File: config.mk
export PLATFORM = sky130hd
export DESIGN_NAME = multicycle_ctrl_fsm
export DESIGN_NICKNAME = d
export VERILOG_FILES = /design/src/rtl/multicycle_ctrl_fsm.sv
export SDC_FILE = /design/constraint.sdc
export NUM_CORES = 1
export LEC_CHECK = 0
export BUFFER_PORTS_ARGS = -buffer_cell sky130_fd_sc_hd__buf_2
export CAP_MARGIN = 20
export CORE_ASPECT_RATIO = 2
export CORE_MARGIN = 3
export CORE_UTILIZATION = 33
export CTS_CLUSTER_DIAMETER = 100
export DETAILED_ROUTE_END_ITERATION = 8
export PLACE_DENSITY = 0.58
export SLEW_MARGIN = 20
export SYNTH_ARGS = -nofsm -noshare
export SYNTH_HDL_FRONTEND = slang
export SYNTH_SLANG_ARGS = --single-unit
File: constraint.sdc
create_clock -name clk -period 2.5 [get_ports clk]
set_clock_uncertainty 0.15 [all_clocks]
set_input_delay 0.5 -clock clk [delete_from_list [all_inputs] [get_ports clk]]
set_output_delay 0.5 -clock clk [all_outputs]
set_load 0.1 [all_outputs]
File: src/rtl/multicycle_ctrl_fsm.sv
// Main control unit for a multicycle MIPS-style datapath.
// Moore state machine with registered control outputs and a retired-instruction counter.
module multicycle_ctrl_fsm #(
   parameter bit EXT_ISA       = 1'b1,
   parameter bit USE_MEM_READY = 1'b1,
   parameter int CNT_W         = 32
) (
   input  logic             clk,
   input  logic             reset,
   input  logic [5:0]       opcode,
   input  logic             mem_ready,
   output logic             IorD,
   output logic             MemRead,
   output logic             MemWrite,
   output logic             IRWrite,
   output logic             PCWrite,
   output logic             Branch,
   output logic             BranchNe,
   output logic             ALUSrcA,
   output logic             RegWrite,
   output logic             ImmZeroExt,
   output logic [1:0]       PCSrc,
   output logic [1:0]       ALUSrcB,
   output logic [1:0]       RegDst,
   output logic [1:0]       MemtoReg,
   output logic [2:0]       ALUOp,
   output logic [3:0]       state,
   output logic             illegal,
   output logic [CNT_W-1:0] retired
);

   typedef enum logic [3:0] {
      S_FETCH  = 4'd0,
      S_DECODE = 4'd1,
      S_MEMADR = 4'd2,
      S_MEMRD  = 4'd3,
      S_MEMWB  = 4'd4,
      S_MEMWR  = 4'd5,
      S_REX    = 4'd6,
      S_RWB    = 4'd7,
      S_BEQ    = 4'd8,
      S_IMMEX  = 4'd9,
      S_IMMWB  = 4'd10,
      S_J      = 4'd11,
      S_BNE    = 4'd12,
      S_JAL    = 4'd13,
      S_ILL    = 4'd15
   } state_e;

   typedef struct packed {
      logic       iord;
      logic       mem_read;
      logic       mem_write;
      logic       fetch;       // IRWrite/PCWrite follow ready in this state
      logic       pc_write;
      logic       branch;
      logic       branch_ne;
      logic       alu_src_a;
      logic       reg_write;
      logic       imm_zero_ext;
      logic [1:0] pc_src;
      logic [1:0] alu_src_b;
      logic [1:0] reg_dst;
      logic [1:0] mem_to_reg;
      logic [2:0] alu_op;
   } ctrl_t;

   localparam logic [5:0] OP_RTYPE = 6'b000000;
   localparam logic [5:0] OP_J     = 6'b000010;
   localparam logic [5:0] OP_JAL   = 6'b000011;
   localparam logic [5:0] OP_BEQ   = 6'b000100;
   localparam logic [5:0] OP_BNE   = 6'b000101;
   localparam logic [5:0] OP_ADDI  = 6'b001000;
   localparam logic [5:0] OP_ANDI  = 6'b001100;
   localparam logic [5:0] OP_ORI   = 6'b001101;
   localparam logic [5:0] OP_LW    = 6'b100011;
   localparam logic [5:0] OP_SW    = 6'b101011;

   localparam logic [2:0] ALU_ADD   = 3'b000;
   localparam logic [2:0] ALU_SUB   = 3'b001;
   localparam logic [2:0] ALU_FUNCT = 3'b010;
   localparam logic [2:0] ALU_AND   = 3'b011;
   localparam logic [2:0] ALU_OR    = 3'b100;

   // Control word for a state. op only matters for IMMEX, which is entered from DECODE.
   function automatic ctrl_t decode(input state_e s, input logic [5:0] op);
      ctrl_t c;
      c = '0;
      case (s)
         S_FETCH: begin
            c.mem_read  = 1'b1;
            c.fetch     = 1'b1;
            c.alu_src_b = 2'b01;
         end
         S_DECODE: c.alu_src_b = 2'b11;
         S_MEMADR: begin
            c.alu_src_a = 1'b1;
            c.alu_src_b = 2'b10;
         end
         S_MEMRD: begin
            c.iord     = 1'b1;
            c.mem_read = 1'b1;
         end
         S_MEMWB: begin
            c.mem_to_reg = 2'b01;
            c.reg_write  = 1'b1;
         end
         S_MEMWR: begin
            c.iord      = 1'b1;
            c.mem_write = 1'b1;
         end
         S_REX: begin
            c.alu_src_a = 1'b1;
            c.alu_op    = ALU_FUNCT;
         end
         S_RWB: begin
            c.reg_dst   = 2'b01;
            c.reg_write = 1'b1;
         end
         S_BEQ, S_BNE: begin
            c.alu_src_a = 1'b1;
            c.alu_op    = ALU_SUB;
            c.pc_src    = 2'b01;
            c.branch    = (s == S_BEQ);
            c.branch_ne = (s == S_BNE);
         end
         S_IMMEX: begin
            c.alu_src_a = 1'b1;
            c.alu_src_b = 2'b10;
            case (op)
               OP_ANDI: begin
                  c.alu_op       = ALU_AND;
                  c.imm_zero_ext = 1'b1;
               end
               OP_ORI: begin
                  c.alu_op       = ALU_OR;
                  c.imm_zero_ext = 1'b1;
               end
               default: c.alu_op = ALU_ADD;
            endcase
         end
         S_IMMWB: c.reg_write = 1'b1;
         S_J: begin
            c.pc_src   = 2'b10;
            c.pc_write = 1'b1;
         end
         S_JAL: begin
            c.pc_src     = 2'b10;
            c.pc_write   = 1'b1;
            c.reg_write  = 1'b1;
            c.reg_dst    = 2'b10;
            c.mem_to_reg = 2'b10;
         end
         default: c = '0;
      endcase
      return c;
   endfunction

   state_e           state_q, state_d;
   ctrl_t            ctrl_q, ctrl_d;
   logic             illegal_q, illegal_d;
   logic [CNT_W-1:0] retired_q, retired_d;
   logic             ready;
   logic             retire;

   assign ready = USE_MEM_READY ? mem_ready : 1'b1;

   always_comb begin
      // NOTE: every signal written here gets a default first, so no latch is inferred.
      state_d = state_q;
      retire  = 1'b0;
      case (state_q)
         S_FETCH:  state_d = ready ? S_DECODE : S_FETCH;
         S_DECODE: begin
            case (opcode)
               OP_LW, OP_SW:              state_d = S_MEMADR;
               OP_RTYPE:                  state_d = S_REX;
               OP_BEQ:                    state_d = S_BEQ;
               OP_J:                      state_d = S_J;
               OP_BNE:                    state_d = EXT_ISA ? S_BNE : S_ILL;
               OP_ADDI, OP_ANDI, OP_ORI:  state_d = EXT_ISA ? S_IMMEX : S_ILL;
               OP_JAL:                    state_d = EXT_ISA ? S_JAL : S_ILL;
               default:                   state_d = S_ILL;
            endcase
         end
         S_MEMADR: state_d = (opcode == OP_LW) ? S_MEMRD : S_MEMWR;
         S_MEMRD:  state_d = ready ? S_MEMWB : S_MEMRD;
         S_MEMWR: begin
            state_d = ready ? S_FETCH : S_MEMWR;
            retire  = ready;
         end
         S_REX:    state_d = S_RWB;
         S_IMMEX:  state_d = S_IMMWB;
         S_MEMWB, S_RWB, S_BEQ, S_BNE, S_IMMWB, S_J, S_JAL: begin
            state_d = S_FETCH;
            retire  = 1'b1;
         end
         S_ILL:    state_d = S_ILL;
         default:  state_d = S_FETCH;
      endcase

      // Outputs are registered from the next state, so they match a decode of state_q.
      ctrl_d    = decode(state_d, opcode);
      illegal_d = illegal_q | (state_d == S_ILL);
      retired_d = retire ? retired_q + CNT_W'(1) : retired_q;
   end

   // NOTE: sequential state uses non-blocking assignments so every flop samples pre-edge values.
   always_ff @(posedge clk or posedge reset) begin
      if (reset) begin
         state_q   <= S_FETCH;
         ctrl_q    <= decode(S_FETCH, 6'b000000);
         illegal_q <= 1'b0;
         retired_q <= '0;
      end else begin
         state_q   <= state_d;
         ctrl_q    <= ctrl_d;
         illegal_q <= illegal_d;
         retired_q <= retired_d;
      end
   end

   assign IorD       = ctrl_q.iord;
   assign MemRead    = ctrl_q.mem_read;
   assign MemWrite   = ctrl_q.mem_write;
   assign IRWrite    = ctrl_q.fetch & ready & ~reset;
   assign PCWrite    = (ctrl_q.fetch & ready & ~reset) | ctrl_q.pc_write;
   assign Branch     = ctrl_q.branch;
   assign BranchNe   = ctrl_q.branch_ne;
   assign ALUSrcA    = ctrl_q.alu_src_a;
   assign RegWrite   = ctrl_q.reg_write;
   assign ImmZeroExt = ctrl_q.imm_zero_ext;
   assign PCSrc      = ctrl_q.pc_src;
   assign ALUSrcB    = ctrl_q.alu_src_b;
   assign RegDst     = ctrl_q.reg_dst;
   assign MemtoReg   = ctrl_q.mem_to_reg;
   assign ALUOp      = ctrl_q.alu_op;
   assign state      = state_q;
   assign illegal    = illegal_q;
   assign retired    = retired_q;

endmodule

==> results by group <==
Die
  – Die width: 70.6 um
  – Initial Util: approximately 34%
  – Core Footprint: around 8000 um^2
  – Total die area: 9550 um^2
  – Die H: 135 um
  – Row Count: 46
  – I/O pins: 67

Clock network
  – CTS Buf Count: 9
  – Cts-stage hold buffer count: 0
  – CTS sink cnt: 57
  – H-tree depth: 3
  – Clk pin slew, worst setup/hold paths: 50 ps
  – Root Buffer: clkbuf_16
  – Clock Path Buffers: 2
  – Skew-Pair Late Insertion Delay: 320 ps
  – CTS tree: yes

Yosys
  – Netlist cell types: 54
  – Yosys top cell by area: dfrtp_1
  – Syn_nets: ~270
  – Post-synth top area share: 49.0%
  – Post-synth top flop: dfrtp_1
  – Synthesized area: around 2800 um^2
  – Cell count after synthesis: around 260
  – Register area share after synthesis: 51.9%
  – Asr flop ratio synth: 100%
  – Synth area leaders: dfrtp_1 (49%), xnor2_1 (9.2%), buf_4 (3.0%)
  – Yosys warns: 0
  – EDFF count, synth: 0
  – FF+latch count, synth: 57
  – Syn_area_per_cell: 10.5 um^2

Route
  – Antenna Nets Post-Route: 0
  – First-pass DRT Iterations: 4
  – Vias: 2220
  – Initial drt markers: 126
  – DRC errors left: 0
  – Routed WL per cell: 15.2 um
  – Wirelength, routed: 6.73 mm
  – Via/cell ratio: 5.02

Power
  – VDD IR max: 818 uV
  – Leakage power: around 0.0017 uW
  – Final Power: ~5400 uW
  – Power per cell area: roughly 1500 nW/um^2

Timing
  – Final setup viols: 0
  – Fin crit period: 2370 ps
  – Setup ws final: around 130 ps
  – Worst-Margin Slew: 714 ps
  – Slew Limit Fails: 0
  – Tcrit/Tclk final: 94.7%
  – Setup tns final: 0 ps
  – Hold WS: 296 ps
  – Hold Violations, Final: 0
  – RSZ-0062 raised after global routing: false
  – Highest attainable clock frequency: 423 MHz
  – Max_slew headroom: 52.4%

Cells and area
  – Total Nets Final: 351
  – Diode count: 0
  – FILL cells: 763
  – Area Growth Syn to Fin: 30.2%
  – Finished Cell Area: 3590 um^2
  – Most frequent cells in the layout: buf_2 (66), dfrtp_1 (50), xnor2_1 (29)
  – Most common cell after layout, fill and taps aside: buf_2
  – Share of layout cells above drive strength 1: 36.7%

Global route
  – Total grt overflow: 0
  – Initial antenna violation count: 0
  – First-pass GRT wire length: 11.1 mm
  – Total GRT Usage: 15.0%
  – Largest net degree at the start of global routing: 58
  – Vias in the first global route: 2261

Worst setup path
  – Crit path kind: reg2reg
  – Slowest-stage cell, CP: dfrtp_4
  – Reg-to-reg slack, setup: 130 ps
  – CP required: about 2600 ps
  – Worst EP arrival: 2420 ps
  – Critical Path End: retired[27]
  – R2r endpoint: retired[27]
  – CP max stage delay: 510 ps
  – Worst r2r src: state[2]
  – Worst path cell trace: and2_1 > a221o_1 > or3_4 > nor3_4 > nand4_1 > xnor2_1
  – Crit end category: flip-flop
  – CP max FO: 9
  – Worst setup SP type: flip-flop
  – CP startpoint: state[2]
  – Path depth of the worst reg2reg path: 6

Place
  – Placement Cell Area: 3270 um^2
  – GPL Wtd Cong: about 0.92
  – Place WS: -59.0 ps
  – Port Buffers: 66
  – DP Wirelength: 5.15 mm

Flow run
  – Max cap viols: 0

Status
  – Outcome: finished, final reports clean

Worst hold path
  – Worst Hold Class: in2async
[kinds of logic after synthesis]
| kind of cell | share of synthesized area (%) |
|---|---|
| xor gates and xnor gates | 10.2 |
| and+or+nand+nor | 21.7 |
| buffers and inverters | 6.26 |
| muxes | 0.409 |
| adders and majority gates | 0.817 |
| AOI/OAI and AO/OA | 8.81 |
| DFF | 51.9 |
[metrics by stage]
stage / instances / util (%)
2_1_floorplan: 263 / -
3_3_place_gp: 426 / 40.6
3_5_place_dp: 426 / 40.6
4_1_cts: 442 / 44.4
5_1_grt: 442 / 44.5
6_report: 442 / 44.5
[per-layer routing]
metal  GRT usage [%]  share of wire [%]
met5               0                  0
met1            14.2                 34
met4            7.85                2.9
met3            4.46                6.2
met2            28.4                 57
[synthesized netlist by cell type (all sizes together) (4+ instances only)]
| cell type | n |
|---|---|
| nor3 | 7 |
| clkbuf | 6 |
| and4 | 4 |
| inv | 9 |
| nand3 | 12 |
| xnor2 | 29 |
| or2 | 6 |
| nand2 | 20 |
| nand2b | 7 |
| o211ai | 4 |
| dfrtp | 54 |
| or3 | 6 |
| nand4 | 8 |
| a21oi | 4 |
| and3 | 5 |
| buf | 17 |
| o21ai | 7 |
| nor2 | 17 |
[registers in the layout, indices dropped and copies added (netlist names), 2 cells and up]
| name | count |
|---|---|
| ALUOp | 3 |
| ctrl_q | 2 |
| state | 4 |
| retired | 32 |
| PCSrc | 2 |
| ALUSrcB | 2 |
| MemtoReg | 2 |
[worst min-delay path by stage]
stage	from	slack, ps	end
4_1_cts	retired[31]	320	retired[31]
2_1_floorplan	reset	440	ALUOp[0]
3_5_place_dp	retired[31]	310	retired[31]
5_1_grt	retired[24]	350	retired[24]
6_report	reset	300	retired[3]
3_3_place_gp	retired[31]	310	retired[31]
[critical path: cells and delay by family (launching register included)]
kind / cells / cell delay [ps]
AOI/OAI and AO/OA: 1 / 310
xor gates and xnor gates: 1 / 150
DFF: 1 / 510
and+or+nand+nor: 4 / 1120
[report_power, final]
part / total (uW) / switching, uW / leakage, uW / internal (uW)
logic: 2820 / 2100 / 0.000819 / 714
registers: 1330 / 178 / 0.000744 / 1150
clock network: 1240 / 388 / 0.000153 / 849
[final cells by class]
type,count,area [um^2],share of cell area (%)
Sequential cell,57,1440,40.1
Multi-Input combinational cell,174,1170,32.7
Timing Repair Buffer,90,510,14.2
Clock buffer,14,274,7.63
Tap cell,96,120,3.35
Inverter,9,37.5,1.05
Clock inverter,2,35.0,0.976
[what timing repair did]
action | 4_1_cts | 5_1_grt
gates resized for setup | 0 | 2
hold endpoints to repair | 0 | 0
setup endpoints to repair | 0 | 1
setup buffers | 0 | 0
Power figures use the tool's default switching activity.
